===== src/rtl/sp_mem_arbiter.sv =====
// sp_mem_arbiter: round-robin arbiter that shares one single-port synchronous-read RAM
// among NREQ requesters, with an optional zero-fill of the whole array after reset.
module sp_mem_arbiter #(
    parameter int NREQ          = 2,
    parameter int DATAWIDTH     = 8,
    parameter int DATADEPTH     = 1024,
    parameter int ADDRESSWIDTH  = $clog2(DATADEPTH),
    parameter bit INIT_ON_RESET = 1'b1
) (
    input  logic                         clk,
    input  logic                         reset_n,
    input  logic [NREQ-1:0]              req_valid,
    input  logic [NREQ-1:0]              req_write,
    input  logic [NREQ*ADDRESSWIDTH-1:0] req_addr,
    input  logic [NREQ*DATAWIDTH-1:0]    req_wdata,
    output logic [NREQ-1:0]              req_ready,
    output logic [NREQ-1:0]              rsp_valid,
    output logic [DATAWIDTH-1:0]         rsp_rdata,
    output logic                         init_done,
    output logic                         mem_write_en,
    output logic [ADDRESSWIDTH-1:0]      mem_address,
    output logic [DATAWIDTH-1:0]         mem_data_in,
    input  logic [DATAWIDTH-1:0]         mem_data_out
);
    localparam int AW = ADDRESSWIDTH;
    localparam int DW = DATAWIDTH;
    localparam int PW = $clog2(NREQ);
    localparam logic [0:0] INIT = 1'b0;
    localparam logic [0:0] RUN  = 1'b1;
    localparam logic [0:0] START = INIT_ON_RESET ? INIT : RUN;

    logic [0:0]    state;
    logic [AW-1:0] cnt;
    logic [PW-1:0] rr_ptr;
    logic [PW-1:0] win;
    logic          hit;
    logic [AW-1:0] addr_q;
    logic [DW-1:0] data_q;

    // Scan from the highest offset down so the requester closest to rr_ptr wins.
    always_comb begin
        win = '0;
        hit = 1'b0;
        for (int k = NREQ - 1; k >= 0; k--) begin
            if (state == RUN && req_valid[(int'(rr_ptr) + k) % NREQ]) begin
                win = PW'((int'(rr_ptr) + k) % NREQ);
                hit = 1'b1;
            end
        end
    end

    assign req_ready    = hit ? (NREQ'(1) << win) : '0;
    assign init_done    = state == RUN;
    assign rsp_rdata    = mem_data_out;
    assign mem_write_en = (state == INIT) | (hit & req_write[win]);
    // Idle cycles replay the last address/data so the RAM pins do not toggle.
    assign mem_address  = state == INIT ? cnt : hit ? req_addr[int'(win)*AW +: AW] : addr_q;
    assign mem_data_in  = state == INIT ? '0 : hit ? req_wdata[int'(win)*DW +: DW] : data_q;

    always_ff @(posedge clk or negedge reset_n) begin
        if (!reset_n) begin
            state     <= START;
            cnt       <= '0;
            rr_ptr    <= '0;
            rsp_valid <= '0;
            addr_q    <= '0;
            data_q    <= '0;
        end else begin
            addr_q    <= mem_address;
            data_q    <= mem_data_in;
            rsp_valid <= req_ready;
            if (state == INIT) begin
                if (cnt == AW'(DATADEPTH - 1)) state <= RUN;
                else cnt <= cnt + 1'b1;
            end
            if (hit) rr_ptr <= (win == PW'(NREQ - 1)) ? '0 : win + 1'b1;
        end
    end
endmodule


===== config.mk =====
export PLATFORM = sky130hd
export DESIGN_NAME = sp_mem_arbiter
export DESIGN_NICKNAME = d
export VERILOG_FILES = /design/src/rtl/sp_mem_arbiter.sv
export SDC_FILE = /design/constraint.sdc
export NUM_CORES = 1
export LEC_CHECK = 0
export ABC_AREA = 1
export ABC_CLOCK_PERIOD_IN_PS = 2200
export CAP_MARGIN = 20
export CORE_ASPECT_RATIO = 1.75
export CORE_MARGIN = 3
export CORE_UTILIZATION = 46
export CTS_CLUSTER_DIAMETER = 120
export DETAILED_ROUTE_END_ITERATION = 16
export HOLD_SLACK_MARGIN = 0.08
export PLACE_DENSITY_LB_ADDON = 0.2
export SLEW_MARGIN = 20
export SYNTH_ARGS = -nofsm -noshare
export SYNTH_HDL_FRONTEND = slang
export SYNTH_SLANG_ARGS = --single-unit
export TNS_END_PERCENT = 20

===== constraint.sdc =====
create_clock -name clk -period 2.2 [get_ports clk]
set_clock_uncertainty 0.05 [all_clocks]
set_input_delay 0.44 -clock clk [delete_from_list [all_inputs] [get_ports clk]]
set_output_delay 0.44 -clock clk [all_outputs]
set_load 0.02 [all_outputs]

Word-level counts from Yosys, hierarchy flattened
Index checks and enable logic that the tools add are counted.
Storage, ports and cells
  logic and storage cells: 44
  flip-flop bits (word level): 32
  output and inout port bits: 32
  bits of input ports: 50
Operators by class
  bitwise gates (word level): 5
  shifts and indexed selects: 3
  equal/unequal tests: 1
  magnitude comparators: 3
  mux-type cells: 19
  add/sub/neg operators: 3
  reduce and logical (&&, ||, !) cells: 3
  multipliers: 1
Operators with widths (number)
  $mux W10: 2
  $shiftx A20 B6 Y10: 1
  $mux W8: 2
  $shiftx A16 B5 Y8: 1
  $mux W1: 14
  $add A10 B1 Y10 const B: 1
  $eq A10 B10 Y1 const B: 1
  $lt A1 B2 Y1 const B: 2
  $mul A1 B3 Y4 const B: 1
  $lt A2 B3 Y1 const B: 1
  $add A1 B1 Y1 const B: 2
  $logic_and A1 B1 Y1: 2
  $mux W2: 1
  $not A1 Y1: 2
  $reduce_and A2 Y1: 1
  $shl A1 B1 Y2 const A: 1
  $and A1 B1 Y1: 1
  $and A1 B1 Y1 const A: 1
  $or A1 B1 Y1: 1

Logic depth before layout (Yosys ltp)
  depth after elaboration: 12
  depth in mapped cells: 10
  gate-level depth less buffers: 8

Worst setup path before layout
No wires, ideal clock.
  path kind: flip-flop to output port
  start: register state (netlist: init_done)
  end: output port mem_data_in[7]
  slack: 142 ps
  path buffers: 2
  data required time: 1710 ps
  stages on the path, launching flop included: 9
  data arrival time: 1568 ps
  path through: dfrtp_1 buf_6 nand2_1 inv_1 nand2_2 inv_2 buf_6 nor2_1 o21ai_0
Between the ends
  longest elaborated chain between the ends: 6
  elaborated cells on any way between the ends: 9
  those cells by class: shift (1); mux (6); reduce/logical (2)
Ends and longest elaborated chain
  start: declaration: RTL line 32  | logic [0:0] state;
  start signal: assignment: RTL line 62  | state <= START;
  start signal: assignment: RTL line 73  | if (cnt == AW'(DATADEPTH - 1)) state <= RUN;
  $logic_and A1 B1 Y1: RTL line 45  | if (state == RUN && req_valid[(int'(rr_ptr) + k) % NREQ]) begin
  $mux W1 (2 in a row): RTL line 45
  $shiftx A16 B5 Y8: RTL line 58  | assign mem_data_in = state == INIT ? '0 : hit ? req_wdata[int'(win)*DW +: DW] : data_q;
  $mux W8: RTL line 58
  $mux W8 *: RTL line 58
  end: declaration: RTL line 22  | output logic [DATAWIDTH-1:0] mem_data_in,
Mark *: on every way between the ends. The rest lies on a longest branch, timed or not.

Worst setup path in the final report
  start: register state (netlist: init_done)
  end: output port mem_data_in[1]
The elaborated chain is that of the path after synthesis.

==> reports/qor.csv <==
metric,value,unit
maxCapViolCount,0,
gp_congestion,0.844,
drt_first_pass_iters,4,
place.port_buffers,65,
p_total,1.31,mW
synthesis.area,1950,sq um
r2r-end,cnt[6],
cp-end-kind,primary output,
dpl_worst_slack,-0.718,ns
syn_to_final_growth,39.9,%
ant_nets,0,
setup_violations,0,
met1_usage,25.3,%
dpl_cell_area,2630,sq um
crit_arrival,1.63,ns
nNetsFinal,378,
hold_path.class,primary input to asynchronous set/reset pin,
tritoncts,done,
routed_via_density,4.88,
final_core_util,68.6,%
start_kind,flip-flop,
drc,0,
syn_inst,255,
vias,1835,
yosys_warnings,0,
status,"complete, no violations",
routed_wl,5140,um
diodes,0,
overflow,0,
worstMarginPinSlew,0.414,ns
clockBufferDepth,2,
cts_root_buf,clkbuf_8,
start_util,49.1,%
htreeDepth,2,
wire_per_inst,13.7,um
hpwl,3620,um
p_switching,0.258,mW
fp.dieArea,5090,sq um
r2r_slack,0.41,ns
synth_edf_count,0,
period_needed,2.12,ns
irDropWorstVdd,541,uV
clkSinkCount,32,
async_flop_share,100,%
met2_usage,36.6,%
design_area,2730,sq um
grt_max_degree,33,
synth_nets,306,
synth_seq_area_share,41.0,%
power_frac_clock,47.5,%
crit_type,flip-flop to primary output,
r2r_start,cnt[1],
hold_viol,0,
grt_pass1_wl,8710,um
syn_area_per_cell,7.65,sq um
die_w,55.2,um
finalSetupTns,0,ns
core_area,3980,sq um
relSlewSlack,72.4,%
drt_iter0_drc,75,
cts_hold_buffers,0,
synthFlopType,dfrtp_1,
final_max_slew_viol_count,0,
ys_ff_latch,32,
grt_pass1_vias,1855,
antenna_found_initial,0,
drive_above_1_share,25.6,%
worstPathRequired,1.71,ns
timing.fmax,0.472,GHz
setup_ws,0.0822,ns
clk_latency,0.29,ns
swShare,19.6,%
p_int,1.06,mW
rows,30,
cellPowerDensity,481,nW/um^2
power_frac_comb,7.7,%
p_seq_share,44.8,%
ys_types,28,
io-pin-count,82,
busiest_layer,met2,
rr_worst_depth,8,
numCtsBuffers,5,
cellLeakagePower,1.37,nW
period_share,96.3,%
use_met3,4.65,%
cts.clk_slew.worst_paths,0.07,ns
grtUsageTotal,21.2,%
cp_max_fo,7,
die_y,92.2,um
-- worst max-delay path by stage --
stage,slack (ns),startpoint,cells past startpoint,end
after floorplan,0.14,init_done,8,mem_data_in[7]
after CTS,0.002,req_valid[1],11,mem_address[8]
final,0.08,init_done,8,mem_data_in[1]
after detailed placement,-0.72,req_valid[1],9,mem_data_in[7]
after global placement,-0.64,req_valid[1],11,mem_address[5]
after global routing,-0.008,rr_ptr,8,mem_address[1]
-- critical path: stages, from the launching register on --
cell,delay (ns)
dfrtp_2,0.44
buf_4,0.17
o21ai_1,0.08
buf_4,0.17
nand2_1,0.05
nand2_1,0.06
inv_1,0.04
a21oi_2,0.14
buf_2,0.19
-- sequential cells by signal, indices dropped and copies added, names as in the netlist --
name / cells
rsp_valid: 2
cnt: 10
rr_ptr: 1
addr_q: 10
data_q: 8
init_done: 1
-- final cells by class --
class                           count  area [sq um]
Sequential cell                    32           802
Fill cell                         369          1250
Clock buffer                        7          96.3
Timing Repair inverter              1          8.76
Clock inverter                      1          30.0
Multi-Input combinational cell    174           878
Inverter                           31           129
Tap cell                           48          60.1
Timing Repair Buffer               82           727
-- logic make-up after synthesis --
| group | count (synthesis) | synth area share, % |
|---|---|---|
| AOI/OAI and AO/OA | 31 | 11.2 |
| xor gates and xnor gates | 5 | 2.24 |
| adders and majority gates | 1 | 0.641 |
| buffers and inverters | 49 | 14.4 |
| DFF | 32 | 41.0 |
| and+or+nand+nor | 137 | 30.5 |
-- per-layer routing --
layer	vias to the layer above	routed length, um
li1	915	-
met1	851	2040
met2	60	2710
met3	9	292
met4	0	97
met5	-	0
-- stage by stage --
stage | hold slack (ns) | std cells
2_1_floorplan | 0.0944 | 255
3_3_place_gp | 0.504 | 365
3_5_place_dp | 0.515 | 365
4_1_cts | 0.507 | 375
5_1_grt | 0.538 | 376
6_report | 0.496 | 376
-- Yosys cell counts, types with 2 or more instances --
master    instances  area share [%]
buf_4            11             4.2
buf_6             4             2.3
a21oi_1           9             2.3
o21ai_0           4             1.0
nand3_1          10             2.6
nand3b_1          2            0.77
xor2_1            3             1.3
inv_1            28             5.4
nor2_1           16             3.1
a21oi_2          16             7.2
dfrtp_1          32              41
xnor2_1           2            0.90
nand2_2          10             3.2
nand2_1          94              18
-- what timing repair did --
| item | 4_1_cts | 5_1_grt |
|---|---|---|
| setup endpoints to repair | 21 | 19 |
| gates cloned | 1 | 0 |
| endpoints found under the hold margin | 0 | 0 |
| setup buffers | 1 | 1 |
| pin swaps | 1 | 1 |
| resized for setup | 87 | 14 |
-- layout by cell type, fill, tap and decap left out --
cell type,count
a21oi_1,9
a21oi_2,16
buf_12,2
buf_2,11
buf_4,20
buf_6,2
bufinv_16,1
clkbuf_2,2
clkbuf_8,7
clkdlybuf4s15_2,1
clkdlybuf4s50_1,42
dfrtp_1,31
dfrtp_2,1
dlygate4sd2_1,2
ha_1,1
inv_1,27
inv_2,1
inv_4,2
inv_6,1
inv_8,1
nand2_1,93
nand2_2,10
nand2_4,2
nand3_1,10
nand3b_1,2
nand4_1,1
nor2_1,16
nor2_2,1
nor2_4,1
nor2_8,1
o21ai_0,3
o21ai_1,2
o21ai_2,1
xnor2_1,2
xor2_1,3
-- power by group through the flow --
stage               registers [mW]  clock network, mW  logic [mW]
finish                       0.589              0.624       0.101
floorplan                    0.601                  0      0.0280
global placement             0.600                  0      0.0988
detailed placement           0.600                  0      0.0976
global route                 0.589              0.655       0.108
CTS                          0.589              0.629       0.102
Note: power is estimated with default switching activity, not from simulation.
